<file path="config.mk">
export PLATFORM = sky130hd
export DESIGN_NAME = btn_event_arbiter
export DESIGN_NICKNAME = d
export VERILOG_FILES = /design/src/rtl/btn_evt_pkg.sv /design/src/rtl/rr_arbiter.sv /design/src/rtl/btn_event_arbiter.sv
export SDC_FILE = /design/constraint.sdc
export NUM_CORES = 1
export LEC_CHECK = 0
export BUFFER_PORTS_ARGS = -buffer_cell sky130_fd_sc_hd__buf_2
export CORE_MARGIN = 4
export CORE_UTILIZATION = 55
export DETAILED_ROUTE_END_ITERATION = 6
export PLACE_DENSITY = 0.79
export SLEW_MARGIN = 10
export SYNTH_ARGS = -nofsm -noshare
export SYNTH_HDL_FRONTEND = slang
export SYNTH_SLANG_ARGS = --single-unit
export TNS_END_PERCENT = 5
</file>
<file path="constraint.sdc">
create_clock -name clk -period 6.57 [get_ports clk]
set_input_delay 0 -clock clk [delete_from_list [all_inputs] [get_ports clk]]
set_output_delay 0 -clock clk [all_outputs]
set_load 0.05 [all_outputs]
</file>
<file path="src/rtl/btn_evt_pkg.sv">
// Shared constants and types for the button event arbiter.
package btn_evt_pkg;
    localparam int unsigned N_BTN_DEF     = 5;
    localparam logic [31:0] REP_DELAY_DEF = 32'd50_000_000;
    localparam logic [31:0] REP_RATE_DEF  = 32'd10_000_000;
    localparam int unsigned BTN_ID_W      = 3;

    typedef logic [N_BTN_DEF-1:0] btn_vec_t;
endpackage

</file>
<file path="src/rtl/rr_arbiter.sv">
// Combinational round-robin pick: first set req bit searching upward from last+1, wrapping.
module rr_arbiter #(
    parameter int unsigned N    = 5,
    parameter int unsigned ID_W = 3
) (
    input  logic [N-1:0]    req,
    input  logic [ID_W-1:0] last,
    output logic [ID_W-1:0] gnt_idx,
    output logic            any
);
    localparam int unsigned IDX_W = (N > 1) ? $clog2(N) : 1;

    function automatic int unsigned wrap_idx(input int unsigned base, input int unsigned off);
        int unsigned s;
        s = base + off;
        return (s >= N) ? s - N : s;
    endfunction

    // Scan from farthest to nearest so the nearest requester after last is the final write.
    always_comb begin
        gnt_idx = '0;
        any     = 1'b0;
        for (int unsigned k = N; k >= 1; k--) begin
            if (req[IDX_W'(wrap_idx(32'(last), k))]) begin
                gnt_idx = ID_W'(wrap_idx(32'(last), k));
                any     = 1'b1;
            end
        end
    end
endmodule

</file>
<file path="src/rtl/btn_event_arbiter.sv">
// Turns button presses (and optional auto-repeats) into a round-robin ready/valid event stream.
// Auto-repeat is compiled in when BTN_AUTOREPEAT_EN is defined.
module btn_event_arbiter
    import btn_evt_pkg::*;
#(
    parameter int unsigned N_BTN     = N_BTN_DEF,
    parameter logic [31:0] REP_DELAY = REP_DELAY_DEF,
    parameter logic [31:0] REP_RATE  = REP_RATE_DEF
) (
    input  logic                clk,
    input  logic                rst_n,
    input  logic [N_BTN-1:0]    btn_in,
    input  logic                ev_ready,
    input  logic                clr_ovf,
    output logic                ev_valid,
    output logic [BTN_ID_W-1:0] ev_id,
    output logic                ev_repeat,
    output logic [N_BTN-1:0]    pending,
    output logic                ovf
);
    logic [N_BTN-1:0]    prev, press, rep_evt, ev_new, pend_clr, pend_nxt;
    logic [BTN_ID_W-1:0] last_grant, gnt_idx;
    logic                gnt_any, load, ovf_nxt;

    rr_arbiter #(.N(N_BTN), .ID_W(BTN_ID_W)) u_rr (
        .req     (pending),
        .last    (last_grant),
        .gnt_idx (gnt_idx),
        .any     (gnt_any)
    );

    // A new event on a bit being granted this cycle re-queues it; only a still-pending bit overflows.
    always_comb begin
        load     = !ev_valid || ev_ready;
        press    = btn_in & ~prev;
        ev_new   = press | rep_evt;
        pend_clr = pending;
        if (load && gnt_any) begin
            pend_clr[gnt_idx] = 1'b0;
        end
        pend_nxt = pend_clr | ev_new;
        ovf_nxt  = ovf;
        if (clr_ovf) begin
            ovf_nxt = 1'b0;
        end
        if (|(ev_new & pend_clr)) begin
            ovf_nxt = 1'b1;
        end
    end

    always_ff @(posedge clk or negedge rst_n) begin
        if (!rst_n) begin
            prev       <= '1;
            pending    <= '0;
            ovf        <= 1'b0;
            ev_valid   <= 1'b0;
            ev_id      <= '0;
            last_grant <= BTN_ID_W'(N_BTN - 1);
        end else begin
            prev    <= btn_in;
            pending <= pend_nxt;
            ovf     <= ovf_nxt;
            if (load) begin
                ev_valid <= gnt_any;
                if (gnt_any) begin
                    ev_id      <= gnt_idx;
                    last_grant <= gnt_idx;
                end
            end
        end
    end

`ifdef BTN_AUTOREPEAT_EN
    logic [31:0]      hold_cnt;
    logic [N_BTN-1:0] rep_flag;
    logic             held, rep_fire;

    // The hold counter only runs while a non-zero button pattern is unchanged.
    always_comb begin
        held     = (btn_in == prev) && (|btn_in);
        rep_fire = held && (hold_cnt == REP_DELAY - 32'd1);
        rep_evt  = rep_fire ? btn_in : '0;
    end

    always_ff @(posedge clk or negedge rst_n) begin
        if (!rst_n) begin
            hold_cnt  <= '0;
            rep_flag  <= '0;
            ev_repeat <= 1'b0;
        end else begin
            if (!held) begin
                hold_cnt <= '0;
            end else if (rep_fire) begin
                hold_cnt <= REP_DELAY - REP_RATE;
            end else begin
                hold_cnt <= hold_cnt + 32'd1;
            end
            rep_flag <= (rep_flag & ~ev_new) | rep_evt;
            if (load && gnt_any) begin
                ev_repeat <= rep_flag[gnt_idx];
            end
        end
    end
`else
    logic unused_rep_params;
    assign unused_rep_params = ^{REP_DELAY, REP_RATE};
    assign rep_evt           = '0;
    assign ev_repeat         = 1'b0;
`endif
endmodule

</file>
==> results.ini <==
[die]
die_w_um=71.28
start_util_pct=58.39
coreArea_um2=3771
die_area_um2=5080
rows=22
io_pins=20
fp.dieH_um=71.28

[worst_setup_path]
reg2reg_slack_ns=2.07
ff2ff_path_depth=11
crit_path_top_delay_cell=ha_1
critPathKind=reg -> reg
worstPathArrival_ns=4.64
slowest_delay_ns=0.88
critical_path.startpoint=ev_id[1]$_DFFE_PN0N_
path_cells=inv_1 > ha_1 > nand2_1 > o311ai_1 > nor2_1 > o41ai_1 > a31oi_2 > o21ai_1 > nand2_1 > or3b_1 > a211o_1
path_depth=11
critical_path_buf_inv_count=1
endpoint=ovf$_DFFE_PN0P_
critical_path.max_fanout=22
start_kind=flip-flop
setup.worst_path.end_class=flip-flop
worstReg2RegStart=ev_id[1]$_DFFE_PN0N_
cp_top_family=compound AO/OA/AOI/OAI gates
r2r-end=ovf$_DFFE_PN0P_
cpMostUsedCell=nand2_1
critPathRequiredTime_ns=6.70

[timing]
setup_viol=0
worst_slew_pin_slew_ns=0.7872
fmax_ghz=0.2221
drv_slew=0
fin_crit_sh_pct=68.53
setup_ws_ns=2.067
finalClockSkew_ns=0.001602
period_needed_ns=4.503
final-hold-violation-count=0
rsz0062_at_grt=no
maxSlewHeadroom_pct=47.52
setup_tns_ns=0

[place]
portBuffers=18
dp_hpwl_um=3954
gp_congestion=0.9682
place_ws_ns=2.177
placed_cells=293

[yosys]
yosysTopAreaCell=dfrtp_1
yosys.area_share.xor_xnor_pct=3.977
syn_area_per_cell_um2=8.952
synthSimpleGateAreaFrac_pct=24.38
syn_inst=246
syn-num-nets=267
yosysTopAreaCellShare_pct=11.36
ys.flop_type=dfrtp_1
yosysWarnings=0
yosys.area_share.adder_pct=7.159
synthTopCellsByArea=dfrtp_1 11%, dfstp_2 7.2%, ha_1 6.3%
synth_edf_count=0
yosysSeqAreaShare_pct=18.52
synthMuxAreaShare_pct=7.386
synth_cell_types=85
synth_top_family_by_area=compound AO/OA/AOI/OAI gates
synth_compound_area_share_pct=29.43
ys_seq_elements=16
async_flop_share_pct=100.0
syn_area_um2=2202

[cts]
clockRootBuffer=clkbuf_8
path_clk_slew_ns=0.06
postCtsSetupRepairBufs=0
htree_levels=1
tritoncts=done
clock_latency_ns=0.24
cts.path.max_buffers=2
cts_resized=0
cts.sinks=16
cts_buffers=3
ctsHoldBuffers=6

[route]
drt_wl_total_um=5297
top_layer_used=met4
dr_wl_met3_um=200
vias=1900
wl_per_cell_um=17.48
dr_wl_met2_um=2572
post_drt_via_cell_ratio=6.271
drc=0
ant_nets=0
dr.pass1.iters=4
wl_met1_um=2418
drtIter0Drc=119

[final_layout]
mostFrequentLayoutCells=18 x buf_2, 16 x inv_1, 16 x nor2_1, 14 x nand2_1, 11 x ha_1
layout-drive-gt1-share_pct=26.27
final_common_cell=buf_2
diodes=0
layout.cells.non_filler=303
area_growth_pct=6.307
nets=277

[global_routing]
grt_remaining_overflow=0
grt_pass1_wl_um=9045
track_usage_pct=21.64
grt_pass1_vias=1921
grt_max_degree=40
antenna_found_initial=0

[worst_hold_path]
min_path_type=in -> reg
worstHoldStart=ev_ready

[outcome]
status=completed

[job]
cap_viol_max_count=0

-- worst reg2reg max path, cell delays in order, from the launching register on --
cell	delay (ns)
dfrtp_1	0.67
inv_1	0.30
ha_1	0.89
nand2_1	0.27
o311ai_1	0.48
nor2_1	0.13
o41ai_1	0.47
a31oi_2	0.23
o21ai_1	0.20
nand2_1	0.10
or3b_1	0.37
a211o_1	0.29
-- layer usage --
| layer | up-vias | track usage, % |
|---|---|---|
| met5 | - | 0 |
| met1 | 907 | 28.53 |
| met4 | 0 | 7.933 |
| li1 | 920 | - |
| met2 | 58 | 37.04 |
| met3 | 15 | 1.543 |
-- worst min-delay path by stage --
stage,to,slack [ns],depth (start not counted)
2_1_floorplan,ev_id[0]$_DFFE_PN0N_,-0.30,0
3_3_place_gp,ev_id[2]$_DFFE_PN0N_,-0.08,1
3_5_place_dp,ev_id[2]$_DFFE_PN0N_,-0.07,1
4_1_cts,ev_id[1]$_DFFE_PN0N_,0.11,3
5_1_grt,ovf$_DFFE_PN0P_,0.15,3
6_report,ev_id[1]$_DFFE_PN0N_,0.12,3
-- Yosys cell counts, drive strengths merged, types with 3 or more instances --
master  instances
clkbuf          5
dfstp           6
xnor2           6
a22oi           4
or4             3
o21ai          15
dfrtp          10
o21a            3
inv            17
mux2i           9
mux2            3
and2            4
nor4            4
nor3            7
buf            15
nor2b           4
nand4           4
a211o           4
nand2          15
a31oi           5
nor2           16
nand3           6
nand3b          3
a21o            3
o22ai           3
a211oi          5
a2111o          3
ha             11
a21oi          11
nand2b          8
-- sequential cells by signal, indices dropped and copies added, names as in the netlist --
signal / cells
ovf: 1
pending: 5
ev_valid: 1
last_grant: 1
ev_id: 3
prev: 5
-- final cells by class --
cell class | count | area (um2)
Multi-Input combinational cell | 193 | 1597
Sequential cell | 16 | 407.9
Tap cell | 48 | 60.06
Timing Repair Buffer | 25 | 157.7
Clock buffer | 4 | 55.05
Fill cell | 348 | 1430
Inverter | 17 | 63.81
-- logic make-up after synthesis --
kind of cell             count (synthesis)
flip-flops                              16
multiplexers                            13
buffers and inverters                   37
AND/OR/NAND/NOR                         86
adder cells (fa/ha/maj)                 12
other                                    1
AO/OA/AOI/OAI                           74
XOR/XNOR                                 7
-- per-stage QoR --
stage / hold slack [ns] / util, % / area [um2]
3_3_place_gp: -0.07818 / 59.02 / 2226
2_1_floorplan: -0.2956 / - / 2202
4_1_cts: 0.1122 / 62.08 / 2341
6_report: 0.1156 / 62.08 / 2341
3_5_place_dp: -0.07460 / 59.02 / 2226
5_1_grt: 0.1505 / 62.08 / 2341
Power is left out: the tool's default activity adds up to more than one toggle a clock period on the data nets, which glitch-free logic cannot reach.
